--- src/rtl/pwm_meter_if.sv ---
// Signal bundle for the square-wave period/duty meter.
// The slave side belongs to pwm_meter; the master side drives the pulse input and the enable.
interface pwm_meter_if #(
    parameter int CNT_W = 16
);
    logic             sig_in;
    logic             meas_en;
    logic [CNT_W-1:0] period_out;
    logic [CNT_W-1:0] h_time_out;
    logic             meas_valid;
    logic             timeout;
    logic             busy;

    modport master (
        output sig_in, meas_en,
        input  period_out, h_time_out, meas_valid, timeout, busy
    );

    modport slave (
        input  sig_in, meas_en,
        output period_out, h_time_out, meas_valid, timeout, busy
    );
endinterface

--- src/rtl/pwm_meter.sv ---
// Measures period and high time of an asynchronous square wave in clk cycles.
// Define PWM_METER_DEGLITCH_EN to insert a 3-sample agreement filter ahead of the edge detector.
//
// state     | meaning
// ----------+---------------------------------------------------------
// IDLE      | measurement disabled, counter and capture cleared
// WAIT_RISE | armed, waiting for the first rising edge of a period
// MEAS_HIGH | counting the high phase, fall captures the high time
// MEAS_LOW  | counting the low phase, rise closes the period
module pwm_meter #(
    parameter int CNT_W   = 16,
    parameter int TIMEOUT = 65535
) (
    input  logic         clk,
    input  logic         rst_n,
    pwm_meter_if.slave   bus
);
    typedef enum logic [1:0] {
        IDLE      = 2'd0,
        WAIT_RISE = 2'd1,
        MEAS_HIGH = 2'd2,
        MEAS_LOW  = 2'd3
    } state_t;

    localparam logic [CNT_W-1:0] LIMIT = CNT_W'(TIMEOUT);
    localparam logic [CNT_W-1:0] ONE   = CNT_W'(1);

    logic sync1;
    logic s_sync;
    logic s_prev;
    logic det;
    logic rise;
    logic fall;

    always_ff @(posedge clk or negedge rst_n) begin
        if (!rst_n) begin
            sync1  <= 1'b0;
            s_sync <= 1'b0;
        end else begin
            sync1  <= bus.sig_in;
            s_sync <= sync1;
        end
    end

`ifdef PWM_METER_DEGLITCH_EN
    // s_prev doubles as the filter's held output: it only follows s_sync once three samples agree.
    logic [1:0] hist;

    always_ff @(posedge clk or negedge rst_n) begin
        if (!rst_n) begin
            hist <= 2'b00;
        end else begin
            hist <= {hist[0], s_sync};
        end
    end

    assign det = (s_sync == hist[0] && hist[0] == hist[1]) ? s_sync : s_prev;
`else
    assign det = s_sync;
`endif

    always_ff @(posedge clk or negedge rst_n) begin
        if (!rst_n) begin
            s_prev <= 1'b0;
        end else begin
            s_prev <= det;
        end
    end

    assign rise = det & ~s_prev;
    assign fall = ~det & s_prev;

    state_t           state;
    state_t           state_nxt;
    logic [CNT_W-1:0] cnt;
    logic [CNT_W-1:0] cnt_nxt;
    logic [CNT_W-1:0] hcap;
    logic [CNT_W-1:0] hcap_nxt;
    logic [CNT_W-1:0] period_q;
    logic [CNT_W-1:0] period_nxt;
    logic [CNT_W-1:0] h_time_q;
    logic [CNT_W-1:0] h_time_nxt;
    logic             valid_q;
    logic             valid_nxt;
    logic             to_q;
    logic             to_nxt;
    logic [CNT_W-1:0] cnt_inc;
    logic             at_limit;

    always_ff @(posedge clk or negedge rst_n) begin
        if (!rst_n) begin
            state    <= IDLE;
            cnt      <= '0;
            hcap     <= '0;
            period_q <= '0;
            h_time_q <= '0;
            valid_q  <= 1'b0;
            to_q     <= 1'b0;
        end else begin
            state    <= state_nxt;
            cnt      <= cnt_nxt;
            hcap     <= hcap_nxt;
            period_q <= period_nxt;
            h_time_q <= h_time_nxt;
            valid_q  <= valid_nxt;
            to_q     <= to_nxt;
        end
    end

    always_comb begin
        state_nxt  = state;
        cnt_nxt    = cnt;
        hcap_nxt   = hcap;
        period_nxt = period_q;
        h_time_nxt = h_time_q;
        valid_nxt  = 1'b0;
        to_nxt     = to_q;
        // Saturating increment keeps cnt at LIMIT when a fall lands exactly on the limit.
        cnt_inc    = (cnt < LIMIT) ? cnt + ONE : cnt;
        at_limit   = (cnt == LIMIT);

        if (!bus.meas_en) begin
            state_nxt = IDLE;
            cnt_nxt   = '0;
            hcap_nxt  = '0;
            to_nxt    = 1'b0;
        end else begin
            case (state)
                IDLE: begin
                    state_nxt = WAIT_RISE;
                    cnt_nxt   = '0;
                end
                WAIT_RISE: begin
                    if (rise) begin
                        cnt_nxt   = ONE;
                        state_nxt = MEAS_HIGH;
                    end else begin
                        cnt_nxt = '0;
                    end
                end
                MEAS_HIGH: begin
                    if (fall) begin
                        hcap_nxt  = cnt;
                        cnt_nxt   = cnt_inc;
                        state_nxt = MEAS_LOW;
                    end else if (at_limit) begin
                        to_nxt     = 1'b1;
                        period_nxt = '0;
                        h_time_nxt = '0;
                        cnt_nxt    = '0;
                        hcap_nxt   = '0;
                        state_nxt  = WAIT_RISE;
                    end else begin
                        cnt_nxt = cnt_inc;
                    end
                end
                MEAS_LOW: begin
                    if (rise) begin
                        period_nxt = cnt;
                        h_time_nxt = hcap;
                        valid_nxt  = 1'b1;
                        to_nxt     = 1'b0;
                        cnt_nxt    = ONE;
                        state_nxt  = MEAS_HIGH;
                    end else if (at_limit) begin
                        to_nxt     = 1'b1;
                        period_nxt = '0;
                        h_time_nxt = '0;
                        cnt_nxt    = '0;
                        hcap_nxt   = '0;
                        state_nxt  = WAIT_RISE;
                    end else begin
                        cnt_nxt = cnt_inc;
                    end
                end
                default: begin
                    state_nxt = IDLE;
                    cnt_nxt   = '0;
                end
            endcase
        end
    end

    assign bus.period_out = period_q;
    assign bus.h_time_out = h_time_q;
    assign bus.meas_valid = valid_q;
    assign bus.timeout    = to_q;
    assign bus.busy       = (state != IDLE);
endmodule

--- src/flat_wrapper.sv ---
// flat-port wrapper written by rule: the top's interface ports become plain ports
module pwm_meter_flat 
#(
    parameter int CNT_W   = 16,
    parameter int TIMEOUT = 65535
)
  (clk, rst_n, bus_sig_in, bus_meas_en, bus_period_out, bus_h_time_out, bus_meas_valid, bus_timeout, bus_busy);
  pwm_meter_if #(.CNT_W(CNT_W)) bus_i ();
  input  logic clk;
  input  logic rst_n;
  input wire logic [$bits(bus_i.sig_in)-1:0] bus_sig_in;
  input wire logic [$bits(bus_i.meas_en)-1:0] bus_meas_en;
  output wire logic [$bits(bus_i.period_out)-1:0] bus_period_out;
  output wire logic [$bits(bus_i.h_time_out)-1:0] bus_h_time_out;
  output wire logic [$bits(bus_i.meas_valid)-1:0] bus_meas_valid;
  output wire logic [$bits(bus_i.timeout)-1:0] bus_timeout;
  output wire logic [$bits(bus_i.busy)-1:0] bus_busy;
  assign bus_i.sig_in = bus_sig_in;
  assign bus_i.meas_en = bus_meas_en;
  assign bus_period_out = bus_i.period_out;
  assign bus_h_time_out = bus_i.h_time_out;
  assign bus_meas_valid = bus_i.meas_valid;
  assign bus_timeout = bus_i.timeout;
  assign bus_busy = bus_i.busy;
  pwm_meter #(.CNT_W(CNT_W), .TIMEOUT(TIMEOUT)) u_core (.clk(clk), .rst_n(rst_n), .bus(bus_i));
endmodule
--- config.mk ---
export PLATFORM = sky130hd
export DESIGN_NAME = pwm_meter_flat
export DESIGN_NICKNAME = d
export VERILOG_FILES = /design/src/rtl/pwm_meter_if.sv /design/src/rtl/pwm_meter.sv /design/src/flat_wrapper.sv
export SDC_FILE = /design/constraint.sdc
export NUM_CORES = 1
export LEC_CHECK = 0
export ABC_AREA = 1
export CELL_PAD_IN_SITES_DETAIL_PLACEMENT = 0
export CELL_PAD_IN_SITES_GLOBAL_PLACEMENT = 1
export CORE_MARGIN = 2
export CORE_UTILIZATION = 30
export DETAILED_ROUTE_END_ITERATION = 12
export PLACE_DENSITY_LB_ADDON = 0.1
export SYNTH_ARGS = -nofsm -noshare
export SYNTH_HDL_FRONTEND = slang
export SYNTH_SLANG_ARGS = --single-unit
--- constraint.sdc ---
create_clock -name clk -period 1.75 [get_ports clk]
set_input_delay 0.35 -clock clk [delete_from_list [all_inputs] [get_ports clk]]
set_output_delay 0.35 -clock clk [all_outputs]
set_load 0.05 [all_outputs]
**After elaboration in Yosys (flattened, before gate mapping)**

Cells that the tools add are included.

- Input port bits: 4
- Output and inout bits: 35
- Logic and storage cells: 65
- Register bits: 71

- Bitwise logic cells: 4
- $lt $le $gt $ge: 1
- Equality and inequality tests: 9
- Reduce and logical (&&, ||, !) cells: 6
- Add/subtract/negate cells: 1
- Muxes and demuxes: 34

Operators with widths:

| cell | count |
|---|---|
| $mux 16 | 15 |
| $pmux 16 s2 | 3 |
| $pmux 16 s4 | 1 |
| $add 16x1->16 const B | 1 |
| $eq 16x16->1 const B | 1 |
| $lt 16x16->1 const B | 1 |
| $mux 2 | 5 |
| $mux 1 | 8 |
| $pmux 2 s4 | 1 |
| $ne 3x3->1 const B | 2 |
| $eq 2x2->1 const B | 2 |
| $reduce_and 2->1 | 2 |
| $reduce_bool 2->1 | 2 |
| $ne 3x1->1 const B | 1 |
| $ne 3x2->1 const B | 1 |
| $reduce_and 3->1 | 1 |
| $and 1x1->1 | 2 |
| $eq 2x1->1 const B | 1 |
| $logic_not 2->1 | 1 |
| $ne 2x2->1 const B | 1 |
| $not 1->1 | 2 |
| $pmux 1 s2 | 1 |

**Depth between registers and ports, before layout**

Gate-level depths: netlist of the first run.

- Word-level depth: 6
- Mapped depth: 11

**Worst setup path before layout of the first run**

OpenSTA, ideal clock, no wires.

- Path kind: reg2reg
- From: register u_core.cnt[0]
- To: register u_core.cnt[0]
- Setup slack: -100 ps
- Path buffers: 1
- Clock period less this slack: 1850 ps
- Cell stages (with the launch flop): 12
- Arrival time: 1768 ps
- Data required time: 1668 ps
- Cells stage by stage: dfrtp_1 ha_1 nand2_1 nor2_4 nand2_4 nor2_4 nand2_4 buf_6 ha_1 nand2_1 o211ai_1 a31oi_1

- Cells in the longest elaborated chain, start to end: 6
- Elaborated cells between the ends (all ways): 9
- Classes of those cells: add/sub: 1; order compare: 1; eq/ne: 1; mux: 6

RTL lines:

| item | RTL line | source |
|---|---|---|
| start, declared | pwm_meter.sv:75 | `logic [CNT_W-1:0] cnt;` |
| start signal, assigned | pwm_meter.sv:101 | `cnt <= cnt_nxt;` |
| $add 16x1->16 or $lt 16x16->1 (tied branches) | pwm_meter.sv:119 | `cnt_inc = (cnt < LIMIT) ? cnt + ONE : cnt;` |
| $mux 16 | pwm_meter.sv:119 |  |
| $mux 16 | pwm_meter.sv:146, pwm_meter.sv:165 |  |
| $mux 16, on equally long branches | pwm_meter.sv:158, pwm_meter.sv:142 |  |
| $pmux 16 s4 * | pwm_meter.sv:128 | `case (state)` |
| $mux 16 * | pwm_meter.sv:122 | `if (!bus.meas_en) begin` |
| named net u_core.cnt_nxt[0] | pwm_meter.sv:76 | `logic [CNT_W-1:0] cnt_nxt;` |

The timed path passes the listed nets; every way through them passes the cells marked *.
A chain may end at the register's enable or synchronous reset.

**Worst setup path in the final report of the first run**

Same ends and word-level chain as after synthesis.

==> results of run 1 <==
-- state kept, by name (all words and copies together), names as in the netlist --
register and flops:
u_core.bus.h_time_out 16, u_core.bus.period_out 16, u_core.cnt 16, u_core.hcap 16
u_core.state 2, u_core.bus.meas_valid 1, u_core.bus.timeout 1, u_core.det 1
u_core.s_prev 1, u_core.sync1 1
-- how the worst min path moves through the flow --
stage                 startpoint                        to  slack (ns)  cells past startpoint
floorplan                  rst_n  u_core.bus.h_time_out[0]        0.05                      0
global placement    u_core.sync1                u_core.det        0.33                      0
detailed placement  u_core.sync1                u_core.det        0.34                      0
CTS                        rst_n           u_core.hcap[15]        0.05                      2
global route               rst_n  u_core.bus.h_time_out[2]        0.08                      2
finish                     rst_n  u_core.bus.h_time_out[2]        0.03                      2
-- layout make-up --
type / count / area (um2) / share of cell area
Sequential cell: 71 / 1777 / 0.3931
Timing Repair Buffer: 71 / 610.6 / 0.1351
Multi-Input combinational cell: 352 / 1535 / 0.3397
Tap cell: 143 / 178.9 / 0.03959
Clock buffer: 16 / 271.5 / 0.06008
Inverter: 39 / 146.4 / 0.03239
-- cells in the final DEF (no fill, tap or decap), drive strengths merged --
cell / n
nand2: 254
dfrtp: 71
buf: 69
nor2: 57
inv: 39
nand3: 16
clkbuf: 16
a21oi: 7
o21ai: 3
xor2: 3
nand4: 2
o21bai: 2
or2: 2
clkdlybuf4s50: 2
ha: 2
nor3: 1
a31o: 1
o211ai: 1
a31oi: 1
-- power groups by stage --
stage | Clock [mW] | Combinational, mW | Sequential, mW
final | 1.71 | 0.743 | 1.72
after global routing | 1.85 | 0.819 | 1.73
after CTS | 1.77 | 0.721 | 1.72
after detailed placement | 0 | 0.719 | 1.75
after global placement | 0 | 0.721 | 1.75
after floorplan | 0 | 0.332 | 1.79
-- metal layers --
layer / part of all wire / vias to the layer above / routed length (um) / track usage
met5: 0 / - / 0 / 0
met4: 0.020 / 0 / 182 / 0.07407
met3: 0.026 / 11 / 237 / 0.03048
met2: 0.45 / 33 / 4207 / 0.2335
met1: 0.50 / 1407 / 4646 / 0.2153
li1: - / 1571 / - / -
-- cells by family (layout without fill, tap and decap cells) --
group / Yosys count / count (layout) / share of synthesized area
AO/OA/AOI/OAI: 15 / 15 / 0.02623
buffers and inverters: 52 / 126 / 0.06647
XOR/XNOR: 3 / 3 / 0.007547
AND/OR/NAND/NOR: 331 / 332 / 0.3823
flip-flops: 71 / 71 / 0.5102
adder cells (fa/ha/maj): 2 / 2 / 0.007185
-- timing repair --
action / 4_1_cts / 5_1_grt
resized for setup: 0 / 7
setup endpoints to repair: 0 / 34
buffers inserted: 0 / 1
hold buffers: 0 / 0
-- metrics by stage --
stage	hold slack (ns)	setup TNS [ns]	util	instance area, um2
floorplan	0.05441	-0.09641	-	3485
global placement	0.3324	0	0.3680	4184
detailed placement	0.3418	0	0.3680	4184
CTS	0.05489	0	0.3919	4456
global route	0.07645	-0.01290	0.3975	4519
finish	0.03341	0	0.3975	4519
==> results.json, run 1 <==
{
  "drv_slew": 0,
  "finalWorstSetupSlack_ns": 0.08731,
  "power.total_mw": 4.174,
  "area.growth.synth_to_final_pct": 29.79,
  "pwr_density_cell_mw_per_mm2": 923.7,
  "filler_cell_count": 1210,
  "setup_violations": 0,
  "tightestPinTransition_ns": 0.4014,
  "maxSlewHeadroom": 0.7324,
  "route.antenna.remaining_nets": 0,
  "seq_power_share": 0.412,
  "gpl.final_weighted_congestion": 0.7643,
  "placed_cells": 674,
  "first_pass_grt_wire_length_um": 15170,
  "p_sw_mw": 1.184,
  "cellLeakagePower_nw": 2.429,
  "avgViaCountPerCell": 4.367,
  "wl_per_cell_um": 13.40,
  "timing.critical_path.from": "u_core.cnt[0]",
  "mappedNetlistNets": 480,
  "netlist_top_cells_count": "248 x nand2_1, 71 x dfrtp_1, 51 x nor2_1",
  "design.final.nets": 550,
  "core_region_area_mm2": 0.01137,
  "tritoncts_num_sinks": 71,
  "synthDistinctLibCells": 25,
  "path_cells": "ha_2 > nand2_2 > nor2_4 > nand2_4 > nor2_4 > nand2_4 > ha_4 > nand2_1 > o211ai_1 > a31oi_1",
  "largest_net_degree_at_the_start_of_global_routing": 72,
  "peak_supply_drop_mv": 0.5757,
  "vias_in_the_first_global_route": 2951,
  "power_frac_comb": 0.178,
  "die_w_um": 111.7,
  "clock_skew_ns": 0.005774,
  "io_pins": 39,
  "hold_class": "input port to async pin",
  "slowest_delay_ns": 0.36,
  "critical_path.top_delay_family": "simple AND/OR/NAND/NOR gates",
  "tritoncts": "yes",
  "drive_gt1_frac": 0.1913,
  "antenna_found_initial": 0,
  "synth_seq_area_share": 0.5102,
  "grt_use_total": 0.1553,
  "grt_remaining_overflow": 0,
  "setup.worst_path.class": "register to register",
  "crit_fanout": 6,
  "max_cap_violations": 0,
  "share_clk_of_total_power": 0.410,
  "place_worst_setup_slack_ns": 0.008555,
  "portBuffers": 38,
  "cts-buffers-inserted": 9,
  "worst-endpoint-arrival_ns": 1.88,
  "critical_path.reg2reg.startpoint": "u_core.cnt[0]",
  "synth_top_flop_cell": "dfrtp_1",
  "routed_wl_um": 9274,
  "clockRootBuffer": "clkbuf_16",
  "reg2reg_slack_ns": 0.09,
  "power_report.internal_total_mw": 2.990,
  "synth_top_area_frac": 0.5102,
  "rsz0062_at_grt": "true",
  "synth.top_cells.by_area": "dfrtp_1 51%, nand2_1 27%, nor2_1 5.5%",
  "synth_area_per_inst_um2": 7.346,
  "initial_utilization": 0.3063,
  "syn_area_mm2": 0.003482,
  "crit_end": "u_core.cnt[0]",
  "final_critical_path_time_including_i_o_delays_and_setup_ns": 1.663,
  "critPathBufInv": 0,
  "postSynthCellCount": 474,
  "crit_required_ns": 1.97,
  "number_of_remaining_drc_errors": 0,
  "first_pass_iters": 4,
  "synthesis.yosys.warnings": 0,
  "die_area_mm2": 0.01248,
  "synth_enable_flop_cells": 0,
  "async_reset_ff_frac": 1.000,
  "critical_path_depth": 10,
  "layout.cells.non_filler": 692,
  "setup.worst_path.end_class": "register",
  "deepest_level_of_the_cts_h_tree": 3,
  "drt-initial-drc-count": 99,
  "maxClockFrequency_mhz": 601.4,
  "leading_cell_type_by_number_of_instances_after_synthesis": "nand2_1",
  "synth-seq-cells": 71,
  "route.vias.total": 3022,
  "post-synth-top-area-cell": "dfrtp_1",
  "final-hold-violation-count": 0,
  "crit_slowest_cell": "dfrtp_1",
  "die_h_um": 111.7,
  "crit_path_start_kind": "register",
  "hpwl_detailed_um": 6135,
  "ff2ff_path_depth": 10,
  "clk_latency_ns": 0.34,
  "ctsLongestPathBuffers": 2,
  "worst_setup_hold_path_clk_slew_ns": 0.06,
  "site_row_count": 39,
  "p_sw_frac": 0.2836,
  "r2r-end": "u_core.cnt[0]",
  "outcome": "completed",
  "antennaDiodeCount": 0,
  "finalCritPeriodShare": 0.9501
}
(Power assumes the default switching activity.)
==> run 2: changes to the inputs <==
CTS_CLUSTER_SIZE = 40   (was unset)
RECOVER_POWER = 25   (was unset)
SLEW_MARGIN = 20   (was unset)
==> results.json, run 2 (synthesis results as in run 1) <==
{
  "hpwl_detailed_um": 6135,
  "max_cap_violations": 0,
  "outcome": "completed",
  "crit_required_ns": 1.97,
  "setup_violations": 0,
  "slowest_delay_ns": 0.36,
  "tritoncts_num_sinks": 71,
  "first_pass_iters": 4,
  "ctsLongestPathBuffers": 2,
  "utilization": 0.3964,
  "wl_met1_um": 4594,
  "setup.worst_path.class": "register to register",
  "most-common-layout-cells": "247 x nand2_1, 71 x dfrtp_1, 62 x buf_4",
  "met3_wire_length_um": 244,
  "final-hold-violation-count": 0,
  "critical_path.reg2reg.startpoint": "u_core.cnt[0]",
  "worst-endpoint-arrival_ns": 1.88,
  "r2r-end": "u_core.cnt[0]",
  "setup.worst_path.end_class": "register",
  "drv_slew": 0,
  "clock_skew_ns": 0.006461,
  "cts-buffers-inserted": 9,
  "route.vias.total": 3034,
  "critical_path.top_delay_family": "simple AND/OR/NAND/NOR gates",
  "deepest_level_of_the_cts_h_tree": 3,
  "gpl.final_weighted_congestion": 0.7643,
  "avgViaCountPerCell": 4.384,
  "crit_slowest_cell": "dfrtp_1",
  "dr_wl_met2_um": 4266,
  "maxSlewHeadroom": 0.3216,
  "finalCritPeriodShare": 0.9496,
  "crit_fanout": 6,
  "area.growth.synth_to_final_pct": 29.43,
  "finalSetupTns_ns": 0,
  "wl_per_cell_um": 13.42,
  "initial_utilization": 0.3063,
  "critPathBufInv": 0,
  "placed_cell_area_mm2": 0.004184,
  "grt_use_total": 0.1553,
  "grt_remaining_overflow": 0,
  "largest_net_degree_at_the_start_of_global_routing": 72,
  "tritoncts": "yes",
  "routed_wl_um": 9288,
  "drive_gt1_frac": 0.1913,
  "ff2ff_path_depth": 10,
  "antenna_found_initial": 0,
  "route.antenna.remaining_nets": 0,
  "number_of_remaining_drc_errors": 0,
  "hold_class": "input port to async pin",
  "site_row_count": 39,
  "path_cells": "ha_2 > nand2_2 > nor2_4 > nand2_4 > nor2_4 > nand2_4 > ha_4 > nand2_1 > o211ai_1 > a31oi_1",
  "die_h_um": 111.7,
  "crit_path_start_kind": "register",
  "topRoutingLayerUsed": "met4",
  "clockRootBuffer": "clkbuf_16",
  "filler_cell_count": 1212,
  "die_area_mm2": 0.01248,
  "worst_setup_hold_path_clk_slew_ns": 0.06,
  "tightestPinTransition_ns": 1.018,
  "maxClockFrequency_mhz": 601.8,
  "io_pins": 39,
  "clk_latency_ns": 0.34,
  "post_layout_inst_area_mm2": 0.004507,
  "peak_supply_drop_mv": 0.5777,
  "cellLeakagePower_nw": 2.424,
  "portBuffers": 38,
  "rsz0062_at_grt": "true",
  "die_w_um": 111.7,
  "antennaDiodeCount": 0,
  "core_region_area_mm2": 0.01137,
  "pwr_density_cell_mw_per_mm2": 925.1,
  "design.final.nets": 550,
  "timing.hold.ws_ns": 0.2806,
  "vias_in_the_first_global_route": 2951,
  "layout_commonest_cell": "nand2_1",
  "reg2reg_slack_ns": 0.09,
  "final_critical_path_time_including_i_o_delays_and_setup_ns": 1.662,
  "first_pass_grt_wire_length_um": 15170,
  "drt-initial-drc-count": 92
}
run 2: changes by cell type in the layout (fill, tap and decap cells not counted), sizes merged:
| cell | delta |
|---|---|
| buf | -1 |
| clkbuf | +1 |
run 2: final cells by class:
type | count | area, um2 | area share
Timing Repair Buffer | 71 | 598.1 | 0.1327
Inverter | 39 | 146.4 | 0.03248
Sequential cell | 71 | 1777 | 0.3942
Clock buffer | 16 | 271.5 | 0.06024
Multi-Input combinational cell | 352 | 1535 | 0.3406
Tap cell | 143 | 178.9 | 0.03970
run 2: through the flow:
step / worst slack, ns / instances / power [mW]
2_1_floorplan: -0.09641 / 474 / 2.120
3_3_place_gp: 0.04508 / 674 / 2.470
3_5_place_dp: 0.008555 / 674 / 2.469
4_1_cts: 0.05241 / 690 / 4.210
5_1_grt: -0.01290 / 692 / 4.389
6_report: 0.08824 / 692 / 4.169
run 2: worst reg2reg max path: cells and delay by family, from the launching register on:
kind / cells / cell delay [ns]
adders and majority gates: 2 / 0.46
DFF: 1 / 0.36
AOI/OAI and AO/OA: 2 / 0.17
and+or+nand+nor: 6 / 0.55
run 2: worst max path at each step:
stage	from	to	slack, ns	cells past startpoint
6_report	u_core.cnt[0]	u_core.cnt[0]	0.09	10
5_1_grt	u_core.cnt[0]	u_core.cnt[0]	-0.01	10
4_1_cts	u_core.cnt[0]	u_core.bus.h_time_out[9]	0.05	10
3_5_place_dp	bus_meas_en	u_core.bus.h_time_out[9]	0.009	6
3_3_place_gp	bus_meas_en	u_core.bus.period_out[9]	0.05	6
2_1_floorplan	u_core.cnt[0]	u_core.cnt[0]	-0.1	11
run 2: report_power, final:
| group | switching (mW) | total [mW] | internal [mW] |
|---|---|---|---|
| Combinational | 0.478 | 0.739 | 0.261 |
| Sequential | 0.0348 | 1.72 | 1.69 |
| Clock | 0.669 | 1.71 | 1.04 |
| Total | 1.18 | 4.17 | 2.99 |
run 2: per-layer routing:
| metal | vias up | track usage |
|---|---|---|
| met1 | 1418 | 0.2153 |
| met2 | 32 | 0.2335 |
| met5 | - | 0 |
| li1 | 1573 | - |
| met3 | 11 | 0.03048 |
| met4 | 0 | 0.07407 |
run 2: timing repair:
item	CTS	global route
gates resized for setup	0	7
hold buffers	0	0
buffers inserted	0	1
endpoints found under the setup margin	0	34
